==> src/rtl/blit_pkg.sv <==
// Shared blitter memory-scheduler types: phase indices, FSM states and width codes.
// Pure definitions, no latency; no flow control of its own.
// The first_en helper returns the lowest enabled phase, or 0 when none is enabled.
package blit_pkg;

    localparam int NUM_PH = 6;

    localparam logic [2:0] PH_SRCD  = 3'd0;
    localparam logic [2:0] PH_SRCZ  = 3'd1;
    localparam logic [2:0] PH_DSTD  = 3'd2;
    localparam logic [2:0] PH_DSTZ  = 3'd3;
    localparam logic [2:0] PH_DSTDW = 3'd4;
    localparam logic [2:0] PH_DSTZW = 3'd5;

    localparam logic [3:0] WID_NONE = 4'd0;
    localparam logic [3:0] WID_8    = 4'd3;
    localparam logic [3:0] WID_16   = 4'd4;
    localparam logic [3:0] WID_32   = 4'd5;
    localparam logic [3:0] WID_64   = 4'd6;

    typedef enum logic [2:0] {
        ST_IDLE    = 3'd0,
        ST_SETUP   = 3'd1,
        ST_CYC     = 3'd2,
        ST_STOPPED = 3'd3,
        ST_DONE    = 3'd4
    } state_t;

    function automatic logic [2:0] first_en(input logic [NUM_PH-1:0] en);
        logic [2:0] r;
        r = PH_SRCD;
        for (int i = NUM_PH - 1; i >= 0; i--) begin
            if (en[i]) r = 3'(i);
        end
        return r;
    endfunction

endpackage

==> src/rtl/blit_phase_pick.sv <==
// Next-enabled-phase priority picker: lowest enabled phase above cur_i, else wrap to lowest.
// Purely combinational, zero latency.
// No backpressure; wrap_o=1 means the phrase is complete.
module blit_phase_pick
    import blit_pkg::*;
(
    input  logic [NUM_PH-1:0] en_i,
    input  logic [2:0]        cur_i,
    output logic [2:0]        nxt_o,
    output logic              wrap_o
);

    always_comb begin
        nxt_o  = first_en(en_i);
        wrap_o = 1'b1;
        // Descending scan so the lowest qualifying index wins.
        for (int i = NUM_PH - 1; i >= 0; i--) begin
            if (en_i[i] && (i > int'(cur_i))) begin
                nxt_o  = 3'(i);
                wrap_o = 1'b0;
            end
        end
    end

endmodule

==> src/rtl/blit_mem_sched.sv <==
// Blitter memory-cycle scheduler: walks enabled phases per phrase onto the system bus.
// cmd_go to first mreq is 2 clocks; each bus cycle takes at least 2 clocks (SETUP + CYC).
// Holds mreq/address/width/read stable until ack; BLIT_COLLISION_STOP_EN adds collision stop.
module blit_mem_sched
    import blit_pkg::*;
#(
    parameter int ADDR_W = 24,
    parameter int CNT_W  = 16
) (
    input  logic              sys_clk,
    input  logic              xreset_n,
    input  logic              cmd_go,
    input  logic [CNT_W-1:0]  inner_cnt,
    input  logic [5:0]        phase_en,
    input  logic [ADDR_W-1:0] address,
    input  logic [3:0]        phase_width,
    input  logic              ack,
    input  logic              blit_back,
    input  logic              stop_req,
    input  logic              resume,
    input  logic              abort,
    output logic [1:0]        blit_breq,
    output logic              bus_oe,
    output logic              mreq_out,
    output logic [ADDR_W-1:0] blit_addr_out,
    output logic [3:0]        width_out,
    output logic              read_out,
    output logic [2:0]        phase,
    output logic              phase_adv,
    output logic              busy,
    output logic              stopped,
    output logic [CNT_W-1:0]  inner_rem,
    output logic              blit_int
);

    state_t             state_q, state_d;
    logic [2:0]         phase_q, phase_d;
    logic [5:0]         en_q, en_d;
    logic [CNT_W-1:0]   rem_q, rem_d;
    logic [ADDR_W-1:0]  addr_q, addr_d;
    logic [3:0]         width_q, width_d;
    logic               read_q, read_d;

    logic [2:0]         pick_nxt;
    logic               pick_wrap;
    logic [CNT_W-1:0]   rem_dec;
    state_t             adv_state;
    logic [2:0]         adv_phase;
    logic [CNT_W-1:0]   adv_rem;
    logic               stop_hit;

    blit_phase_pick u_pick (
        .en_i   (en_q),
        .cur_i  (phase_q),
        .nxt_o  (pick_nxt),
        .wrap_o (pick_wrap)
    );

`ifdef BLIT_COLLISION_STOP_EN
    assign stop_hit = stop_req && ((phase_q == PH_DSTDW) || (phase_q == PH_DSTZW));
    assign stopped  = (state_q == ST_STOPPED);
`else
    logic unused_stop_ins;
    assign unused_stop_ins = &{1'b0, stop_req, resume, abort};
    assign stop_hit = 1'b0;
    assign stopped  = 1'b0;
`endif

    // Phase advance shared by the ack path and the resume-from-stop path.
    always_comb begin
        rem_dec   = (rem_q == '0) ? '0 : rem_q - 1'b1;
        adv_phase = pick_nxt;
        adv_rem   = rem_q;
        adv_state = ST_SETUP;
        if (pick_wrap) begin
            adv_rem = rem_dec;
            if (rem_dec == '0) adv_state = ST_DONE;
        end
    end

    always_comb begin
        state_d = state_q;
        phase_d = phase_q;
        en_d    = en_q;
        rem_d   = rem_q;
        addr_d  = addr_q;
        width_d = width_q;
        read_d  = read_q;
        unique case (state_q)
            ST_IDLE: begin
                if (cmd_go) begin
                    en_d  = phase_en;
                    rem_d = inner_cnt;
                    if ((inner_cnt == '0) || (phase_en == '0)) begin
                        state_d = ST_DONE;
                    end else begin
                        phase_d = first_en(phase_en);
                        state_d = ST_SETUP;
                    end
                end
            end
            ST_SETUP: begin
                addr_d  = address;
                width_d = phase_width;
                read_d  = (phase_q < PH_DSTDW);
                state_d = ST_CYC;
            end
            ST_CYC: begin
                if (ack) begin
                    if (stop_hit) begin
                        state_d = ST_STOPPED;
                    end else begin
                        state_d = adv_state;
                        phase_d = adv_phase;
                        rem_d   = adv_rem;
                    end
                end
            end
            ST_STOPPED: begin
`ifdef BLIT_COLLISION_STOP_EN
                if (abort) begin
                    state_d = ST_DONE;
                end else if (resume) begin
                    state_d = adv_state;
                    phase_d = adv_phase;
                    rem_d   = adv_rem;
                end
`else
                state_d = ST_IDLE;
`endif
            end
            ST_DONE: state_d = ST_IDLE;
            default: state_d = ST_IDLE;
        endcase
    end

    always_ff @(posedge sys_clk or negedge xreset_n) begin
        if (!xreset_n) begin
            state_q <= ST_IDLE;
            phase_q <= PH_SRCD;
            en_q    <= '0;
            rem_q   <= '0;
            addr_q  <= '0;
            width_q <= WID_NONE;
            read_q  <= 1'b0;
        end else begin
            state_q <= state_d;
            phase_q <= phase_d;
            en_q    <= en_d;
            rem_q   <= rem_d;
            addr_q  <= addr_d;
            width_q <= width_d;
            read_q  <= read_d;
        end
    end

    // Bus-facing controls decode straight from state so reset removes them at once.
    assign mreq_out      = (state_q == ST_CYC);
    assign bus_oe        = mreq_out;
    assign blit_breq     = {mreq_out & blit_back, mreq_out};
    assign phase_adv     = mreq_out & ack;
    assign busy          = (state_q != ST_IDLE);
    assign blit_int      = (state_q == ST_DONE);
    assign blit_addr_out = addr_q;
    assign width_out     = width_q;
    assign read_out      = read_q;
    assign phase         = phase_q;
    assign inner_rem     = rem_q;

endmodule

==> config.mk <==
export PLATFORM = sky130hd
export DESIGN_NAME = blit_mem_sched
export DESIGN_NICKNAME = d
export VERILOG_FILES = /design/src/rtl/blit_pkg.sv /design/src/rtl/blit_phase_pick.sv /design/src/rtl/blit_mem_sched.sv
export SDC_FILE = /design/constraint.sdc
export NUM_CORES = 1
export LEC_CHECK = 0
export CAP_MARGIN = 20
export CORE_ASPECT_RATIO = 0.6
export CORE_MARGIN = 5
export CORE_UTILIZATION = 35
export CTS_BUF_LIST = sky130_fd_sc_hd__clkbuf_16
export DETAILED_ROUTE_END_ITERATION = 16
export GPL_TIMING_DRIVEN = 0
export REMOVE_ABC_BUFFERS = 1
export SYNTH_ARGS = -nofsm -noshare
export SYNTH_HDL_FRONTEND = slang
export SYNTH_HIERARCHICAL = 1
export SYNTH_SLANG_ARGS = --single-unit
==> constraint.sdc <==
create_clock -name sys_clk -period 3 [get_ports sys_clk]
set_input_delay 0.3 -clock sys_clk [delete_from_list [all_inputs] [get_ports sys_clk]]
set_output_delay 0.3 -clock sys_clk [all_outputs]
set_load 0.05 [all_outputs]
==> run metrics, run 1 <==
RD Place Congestion 0.8629; CTS Root Buffer Type clkbuf_16; post-route insts no fill 611; number of synthesized flops with an enable pin 0; Hold Vio Cnt, Final 0; post-synth top area share 0.4432; dominant synthesized flop cell dfrtp_1; status finished, final reports clean; Antenna Cells 0; placed cells 588; Die Y-Extent around 84 um; CTS tree yes; worst min-delay path category in -> async; dpl hpwl 7627 um; syn_area_per_cell 8.337 um^2; Starting Density 0.3554; Worst Max-Slew Pin Slew 1038 ps; Antenna Violating Nets Remaining 0; Cell Area, Placed 4352 um^2; global-route wire length before repair roughly 17000 um; CP max-delay cell nor4_1; RSZ-0062 raised after global routing no; Overall Global Routing Usage 0.1867; fin nets around 550; Largest stage delay, worst path just over 500 ps; max cap viols 0; vias per cell 5.308; CP Class reg -> reg; routed len/inst 16.71 um; die area around 11000 um^2; Rows 27; Design Area, Final 4781 um^2; TritonCTS buffer count 9; clock-pin slew on the worst setup and hold paths ~50 ps; startpoint types register; ys async rst share 1.000; clk_skew ~7.0 ps; Syn Std Cell Area 3218 um^2; worst slew slack as a fraction of its limit 0.3079; fmax 369.7 MHz; io pins 114; Final Critical Period 2705 ps; initial DRC count 253; Critical Path RT 3170 ps; Yosys top cell by area dfrtp_1; main area contributors after synthesis dfrtp_1 (44%), nand2_1 (13%), nor2_1 (3.4%); Leak 0.002054 uW; Worst setup EP type register; worst path cell trace inv_1 > ha_1 > nor3b_2 > nand2_2 > nor4_1 > nor2_1 > nand2_1 > o311ai_0; initial antenna violation count 0; register area share after synthesis 0.4432; Die W 133.8 um; Yosys cell types 57; clock sink count 57; CTS Buffer Depth 2; drt drc 0; Final Slew Violations 0; worst path arrival time roughly 2900 ps; commonest cells after routing, fill and taps aside nand2_1 (112), clkdlybuf4s50_1 (105), dfrtp_1 (57); via count ~3200; Initial DRT Pass Iterations 4; largest net degree at the start of global routing 33; total wire length 10210 um; # port buffers 109; final worst slack slightly below 300 ps; Ys Warns 6; Tcrit/Tclk final 0.9017; commonest non-fill, non-tap cell in the layout nand2_1; worst skew pair latency 330 ps; Yosys reg bits 57; number of global-route vias before repair 3100; Max FO, Critical Path 9; core area 9054 um^2; Final Hold Slack 3.454 ps; Final Setup Violations 0; share of cells above drive strength 1 0.1030; peak supply drop 0.5855 mV; Reg2Reg Depth 8; PD cells roughly 1300 nW/um^2; area delta synth->final 48.56%; CTS Hold Buffers Added 0; Synth Instances 386; Max H-tree Level 3; pre-CTS setup slack -438.2 ps; GR Overflow Total 0
-- what timing repair did --
action	in CTS	in global routing
setup buffers	0	6
setup endpoints to repair	15	27
pin swaps	1	1
gates resized for setup	2	6
-- cells in the mapped netlist (4+ instances only) --
master / n
and3_1: 4
dfrtp_1: 57
a22oi_1: 6
clkbuf_1: 12
o21ai_1: 13
buf_2: 4
nor3_1: 11
o31ai_1: 5
nor4_1: 10
a32oi_1: 4
o21ai_0: 19
nand2_1: 113
mux2_2: 9
nor2_1: 29
inv_1: 10
a21oi_1: 15
-- metrics by stage --
step                      utilization  TNS (ps)  total power (uW)
after floorplan                     -     -6310              3862
after global placement         0.4786    -49160              5041
after detailed placement       0.4807     -2108              5100
after CTS                      0.5176    -904.9              6243
after global routing           0.5281         0              6705
final                          0.5281         0              6306
-- path summary, 6_finish.rpt --
path | endpoint | slack (ps) | startpoint
min | inner_rem[1]$_DFFE_PN0P_ | 3 | xreset_n
max reg2reg | inner_rem[12]$_DFFE_PN0P_ | 290 | inner_rem[0]$_DFFE_PN0P_
max in group asynchronous | phase[1]$_DFFE_PN0P_ | 2400 | xreset_n
max | inner_rem[12]$_DFFE_PN0P_ | 290 | inner_rem[0]$_DFFE_PN0P_
min reg2reg | blit_addr_out[4]$_DFFE_PN0N_ | 470 | blit_addr_out[4]$_DFFE_PN0N_
min in group sys_clk | blit_addr_out[4]$_DFFE_PN0N_ | 470 | blit_addr_out[4]$_DFFE_PN0N_
-- report_power, final --
part	internal (uW)	switching, uW
sequential	1140	487
combinational	1260	2310
clock	733	378
total	3130	3180
-- state kept, by name, indices dropped and copies added (netlist names) --
register / flops
blit_addr_out: 24
en_q: 6
inner_rem: 16
phase: 3
read_out: 1
state_q: 3
width_out: 4
-- logic make-up after synthesis --
| kind of cell | count (synthesis) | share of synthesized area |
|---|---|---|
| and+or+nand+nor | 201 | 0.2978 |
| AOI/OAI and AO/OA | 81 | 0.1676 |
| DFF | 57 | 0.4432 |
| buffers and inverters | 34 | 0.04938 |
| muxes | 9 | 0.03149 |
| xor gates and xnor gates | 2 | 0.005444 |
| adders and majority gates | 1 | 0.003887 |
| other | 1 | 0.001165 |
-- worst max-delay path: cells and delay by family, from the launching register on --
kind | cells | cell delay [ps]
flip-flops | 1 | 480
AO/OA/AOI/OAI | 1 | 160
adder cells (fa/ha/maj) | 1 | 320
buffers and inverters | 1 | 120
AND/OR/NAND/NOR | 5 | 1460
-- metal layers --
layer	GRT usage	vias up	wire, um
li1	-	1561	-
met1	0.2796	1547	5146
met2	0.2542	122	4115
met3	0.05928	13	828
met4	0.05509	0	116
met5	0	-	0
-- final cells by class --
class,count,area (um^2)
clock buffer,9,225.2
clock inverter,7,102.6
fill,837,4273
inverter,10,41.29
multi-input combinational,295,1654
sequential,57,1426
tap,116,145.1
timing repair buffer,117,1186
Note: power is estimated with default switching activity, not from simulation.
==> run 2, diff against run 1 <==
--- a/config.mk
+++ b/config.mk
@@ -9,7 +9,7 @@
 export CORE_ASPECT_RATIO = 0.6
 export CORE_MARGIN = 5
 export CORE_UTILIZATION = 35
-export CTS_BUF_LIST = sky130_fd_sc_hd__clkbuf_16
+export CTS_BUF_LIST = sky130_fd_sc_hd__clkbuf_8
 export DETAILED_ROUTE_END_ITERATION = 16
 export GPL_TIMING_DRIVEN = 0
 export REMOVE_ABC_BUFFERS = 1
==> run metrics, run 2 (synthesis gave the netlist of run 1 again) <==
status finished, final reports clean (unchanged); worst path bufs/invs 1 (unchanged); core area 9054 um^2 (unchanged); Hold Vio Cnt, Final 0 (unchanged); commonest non-fill, non-tap cell in the layout nand2_1 (unchanged); clk_skew 9.413 ps (was 6.965 ps); Max H-tree Level 3 (unchanged); fmax 366.8 MHz (was 369.7 MHz); area delta synth->final 45.96% (was 48.56%); initial antenna violation count 0 (unchanged); via count 3252 (was 3243); Antenna Violating Nets Remaining 0 (unchanged); worst min-delay path category reg -> reg (was in -> async); CP max-delay cell or3b_1 (was nor4_1); share of cells above drive strength 1 0.1046 (was 0.1030); CTS Buffer Depth 2 (unchanged); GR Overflow Total 0 (unchanged); Largest delay share family, worst path simple AND/OR/NAND/NOR gates (unchanged); clock-pin slew on the worst setup and hold paths 70 ps (was 50 ps); commonest cells after routing, fill and taps aside nand2_1 (112), clkdlybuf4s50_1 (105), dfrtp_1 (57) (unchanged); Tcrit/Tclk final 0.9088 (was 0.9017); CTS Root Buffer Type clkbuf_8 (was clkbuf_16); Critical Path RT 3230 ps (was 3170 ps); largest net degree at the start of global routing 33 (unchanged); worst skew pair latency 340 ps (was 330 ps); Cell Area, Placed 4352 um^2 (unchanged); worst path cell trace inv_1 > ha_1 > or3b_1 > nor4b_1 > o21ai_1 > a2111oi_2 > and4_1 > nor2_1 (was inv_1 > ha_1 > nor3b_2 > nand2_2 > nor4_1 > nor2_1 > nand2_1 > o311ai_0); Largest stage delay, worst path 510 ps (about the same); max cap viols 0 (unchanged); routed len/inst 16.58 um (was 16.71 um); Worst Max-Slew Pin Slew 1018 ps (was 1038 ps); total wire length 10160 um (was 10210 um); Max FO, Critical Path 9 (unchanged); worst slew slack as a fraction of its limit 0.3215 (was 0.3079); RD Place Congestion 0.8629 (unchanged); io pins 114 (unchanged); worst path arrival time 2960 ps (was 2880 ps); Final Hold Slack 473.0 ps (was 3.454 ps); Worst setup EP type register (unchanged); Initial DRT Pass Iterations 5 (was 4); # port buffers 109 (unchanged); CP Class reg -> reg (unchanged); Reg2Reg Depth 8 (unchanged); dpl hpwl 7627 um (unchanged); fin nets 551 (was 549); vias per cell 5.305 (was 5.308); initial DRC count 221 (was 253); Die W 133.8 um (unchanged); Overall Global Routing Usage 0.1854 (was 0.1867); global-route wire length before repair 16770 um (was 16840 um); die area 11280 um^2 (unchanged); Antenna Cells 0 (unchanged); Largest register FFs 24 (unchanged); CP Depth 8 (unchanged); Design Area, Final 4697 um^2 (was 4781 um^2); drt drc 0 (unchanged); Die Y-Extent 84.28 um (unchanged); startpoint types register (unchanged); RSZ-0062 raised after global routing no (unchanged); Starting Density 0.3554 (unchanged); Final Setup Violations 0 (unchanged); CTS tree yes (unchanged); hold depth 2; peak supply drop 0.4994 mV (was 0.5855 mV); TritonCTS buffer count 9 (unchanged); clock sink count 57 (unchanged); number of global-route vias before repair 3108 (was 3100); PD cells 1279 nW/um^2 (was 1319 nW/um^2); Final Critical Period 2726 ps (was 2705 ps); Rows 27 (unchanged); Final Slew Violations 0 (unchanged); Leak 0.002017 uW (was 0.002054 uW)
==> run 2: stage by stage <==
| step | total power (uW) | std cells | utilization | setup TNS (ps) | setup WS, ps |
|---|---|---|---|---|---|
| floorplan | 3862 | 362 | - | -6310 | -617.3 |
| global placement | 5041 | 587 | 0.4786 | -49160 | -1772 |
| detailed placement | 5100 | 588 | 0.4807 | -2108 | -438.2 |
| CTS | 5952 | 605 | 0.5083 | 0 | 17.15 |
| global route | 6411 | 613 | 0.5188 | 0 | 91.81 |
| finish | 6010 | 613 | 0.5188 | 0 | 273.7 |
==> run 2: report_power, final <==
part / leakage, uW / switching (uW) / internal [uW]
clock network: 0.000110 / 339 / 474
logic: 0.00120 / 2310 / 1260
registers: 0.000702 / 487 / 1140
total: 0.00202 / 3140 / 2870
==> run 2: repair_timing <==
item                                   in CTS  in global routing
buffers inserted                            0                  7
endpoints found under the hold margin      11                  0
pin swaps                                   1                  1
setup endpoints to repair                  15                 20
gates resized for setup                     4                  4
gates cloned                                0                  0
hold buffers                                1                  0
==> run 2: cell type report <==
type,count,area (um^2)
clock buffer,9,123.9
clock inverter,7,102.6
fill,861,4357
inverter,10,41.29
multi-input combinational,295,1654
sequential,57,1426
tap,116,145.1
timing repair buffer,119,1204
==> run 2: path summary, 6_finish.rpt <==
path,endpoint,start,slack (ps)
max reg2reg,state_q[0]$_DFFE_PN0P_,inner_rem[0]$_DFFE_PN0P_,270
max,state_q[0]$_DFFE_PN0P_,inner_rem[0]$_DFFE_PN0P_,270
min reg2reg,blit_addr_out[4]$_DFFE_PN0N_,blit_addr_out[4]$_DFFE_PN0N_,470
max in group asynchronous,phase[1]$_DFFE_PN0P_,xreset_n,1870
min in group asynchronous,inner_rem[0]$_DFFE_PN0P_,xreset_n,530
min,blit_addr_out[4]$_DFFE_PN0N_,blit_addr_out[4]$_DFFE_PN0N_,470
==> run 2: tightest hold or removal path, stage by stage, from the launching register on <==
cell,delay [ps]
dfrtp_1,340
nand2_1,50
nand2_1,50
==> run 2: metal layers <==
layer | up-vias | GRT usage | routed length [um]
li1 | 1565 | - | -
met5 | - | 0 | 0
met3 | 20 | 0.06048 | 897
met4 | 0 | 0.05509 | 155
met2 | 139 | 0.2552 | 4142
met1 | 1528 | 0.2743 | 4967
==> run 3, diff against run 2 <==
--- a/config.mk
+++ b/config.mk
@@ -5,13 +5,13 @@
 export SDC_FILE = /design/constraint.sdc
 export NUM_CORES = 1
 export LEC_CHECK = 0
-export CAP_MARGIN = 20
 export CORE_ASPECT_RATIO = 0.6
 export CORE_MARGIN = 5
-export CORE_UTILIZATION = 35
+export CORE_UTILIZATION = 50
 export CTS_BUF_LIST = sky130_fd_sc_hd__clkbuf_8
 export DETAILED_ROUTE_END_ITERATION = 16
 export GPL_TIMING_DRIVEN = 0
+export PLACE_DENSITY = 0.88
 export REMOVE_ABC_BUFFERS = 1
 export SYNTH_ARGS = -nofsm -noshare
 export SYNTH_HDL_FRONTEND = slang
==> constraint.sdc (replaced) <==
create_clock -name sys_clk -period 3.4 [get_ports sys_clk]
set_input_delay 0.34 -clock sys_clk [delete_from_list [all_inputs] [get_ports sys_clk]]
set_output_delay 0.34 -clock sys_clk [all_outputs]
set_load 0.05 [all_outputs]
==> run metrics, run 3 (synthesis gave the netlist of run 1 again) <==
status finished, final reports clean (unchanged); commonest cells after routing, fill and taps aside nand2_1 (113), clkdlybuf4s50_1 (108), dfrtp_1 (57) (was nand2_1 (112), clkdlybuf4s50_1 (105), dfrtp_1 (57)); initial antenna violation count 0 (unchanged); startpoint types register (unchanged); worst slew slack as a fraction of its limit 0.3428 (was 0.3215); Critical Path RT 3060 ps (was 3230 ps); CTS tree yes (unchanged); Max H-tree Level 3 (unchanged); peak supply drop 0.5627 mV (was 0.4994 mV); Antenna Violating Nets Remaining 0 (unchanged); clk_skew 7.049 ps (was 9.413 ps); post-route insts no fill 573 (was 613); io pins 114 (unchanged); worst min-delay path category in -> async (was reg -> reg); RD Place Congestion 0.8820 (was 0.8629); Initial DRT Pass Iterations 7 (was 5); commonest non-fill, non-tap cell in the layout nand2_1 (unchanged); die area 8194 um^2 (was 11280 um^2); total wire length 9825 um (was 10160 um); clock-pin slew on the worst setup and hold paths 70 ps (about the same); Worst setup EP type output port (was register); initial DRC count 232 (was 221); clock sink count 57 (unchanged); drt drc 0 (unchanged); Hold Vio Cnt, Final 0 (unchanged); Worst Max-Slew Pin Slew 985.9 ps (was 1018 ps); CTS Buffer Depth 2 (unchanged); routed len/inst 17.15 um (was 16.58 um); fmax 305.5 MHz; # port buffers 109 (unchanged); final worst slack 127.2 ps (was 273.7 ps); Final Slew Violations 0 (unchanged); vias per cell 5.817 (was 5.305); TNS Setup 0 ps (unchanged); global-route wire length before repair 15960 um (was 16770 um); GR Overflow Total 0 (unchanged); PD cells 1127 nW/um^2 (was 1279 nW/um^2); Overall Global Routing Usage 0.2434 (was 0.1854); Final Critical Period 3273 ps; Max FO, Critical Path 18 (was 9); Tcrit/Tclk final 0.9626; worst skew pair latency 340 ps (about the same); Leak 0.001904 uW (was 0.002017 uW); Rows 22 (was 27); Antenna Cells 0 (unchanged); area delta synth->final 39.74% (was 45.96%); core area 6193 um^2 (was 9054 um^2); dpl hpwl 7284 um (was 7627 um); fin nets 543 (was 551); Die Y-Extent 72.15 um (was 84.28 um); placed cells 557 (was 588); TritonCTS buffer count 9 (unchanged); Largest register FFs 24 (unchanged); largest net degree at the start of global routing 32 (was 33); CP Class reg -> out (was reg -> reg); worst path arrival time 2930 ps (was 2960 ps); setup bufs post-CTS 0 (unchanged); Final Setup Violations 0 (unchanged); CTS Root Buffer Type clkbuf_8 (unchanged); Die W 113.6 um (was 133.8 um); Starting Density 0.5196 (was 0.3554); max cap viols 0 (unchanged); via count 3333 (was 3252); Final Hold Slack 18.12 ps (was 473.0 ps); number of global-route vias before repair 3221 (was 3108); share of cells above drive strength 1 0.08589 (was 0.1046); pre-CTS setup slack -17.79 ps (was -438.2 ps)
==> run 3: changes by cell type in the layout (fill, tap and decap cells not counted), moves of 2 or more <==
cell | previous run | this run
buf_4 | 7 | 0
bufinv_16 | 2 | 0
clkdlybuf4s50_1 | 105 | 108
clkinv_2 | 0 | 3
clkinv_4 | 3 | 0
dlymetal6s2s_1 | 3 | 0
==> run 3: worst paths after layout <==
check | startpoint | to | slack [ps] | cells after the start
max in group asynchronous | xreset_n | inner_rem[14]$_DFFE_PN0P_ | 2800 | 2
min | xreset_n | blit_addr_out[8]$_DFFE_PN0N_ | 20 | 1
max reg2reg | inner_rem[0]$_DFFE_PN0P_ | inner_rem[13]$_DFFE_PN0P_ | 360 | 8
min in group sys_clk | blit_addr_out[8]$_DFFE_PN0N_ | blit_addr_out[8]$_DFFE_PN0N_ | 480 | 2
min reg2reg | blit_addr_out[8]$_DFFE_PN0N_ | blit_addr_out[8]$_DFFE_PN0N_ | 480 | 2
max | state_q[2]$_DFFE_PN0P_ | blit_breq[0] | 130 | 4
==> run 3: final cells by class <==
cell class                      instances  area, um^2
Multi-Input combinational cell        295        1640
Inverter                               10       37.54
Timing Repair Buffer                  111        1117
Sequential cell                        57        1426
Clock inverter                          7       46.29
Clock buffer                            9       123.9
Tap cell                               84       105.1
Fill cell                             474        1697
==> run 3: through the flow <==
stage               instance area (um^2)    util  total power (uW)
floorplan                           3097       -              3407
global placement                    4293  0.6931              4385
detailed placement                  4319  0.6974              4489
CTS                                 4492  0.7253              5061
global route                        4497  0.7261              5368
finish                              4497  0.7261              5067
==> run 3: worst max-delay path, stage by stage, from the launching register on <==
cell and delay [ps]:
dfrtp_1 410, nor2_1 240, nand2_1 450, inv_1 580
clkdlybuf4s50_1 910
==> run 3: where the power goes <==
| part | total (uW) | internal (uW) | switching [uW] |
|---|---|---|---|
| Sequential | 1440 | 1000 | 439 |
| Clock | 554 | 262 | 293 |
| Combinational | 3070 | 1050 | 2020 |
| Total | 5070 | 2310 | 2750 |
==> run 3: repair_timing <==
item                                    4_1_cts  5_1_grt
gates cloned                                  0        0
hold buffers                                  0        0
resized for setup                             1        1
endpoints found under the setup margin        3        3
==> run 3: layer usage <==
| layer | vias up | global-route usage | wire (um) |
|---|---|---|---|
| li1 | 1546 | - | - |
| met4 | 0 | 0.07067 | 119 |
| met2 | 194 | 0.3751 | 4464 |
| met5 | - | 0 | 0 |
| met1 | 1577 | 0.3210 | 4129 |
| met3 | 16 | 0.09417 | 1112 |
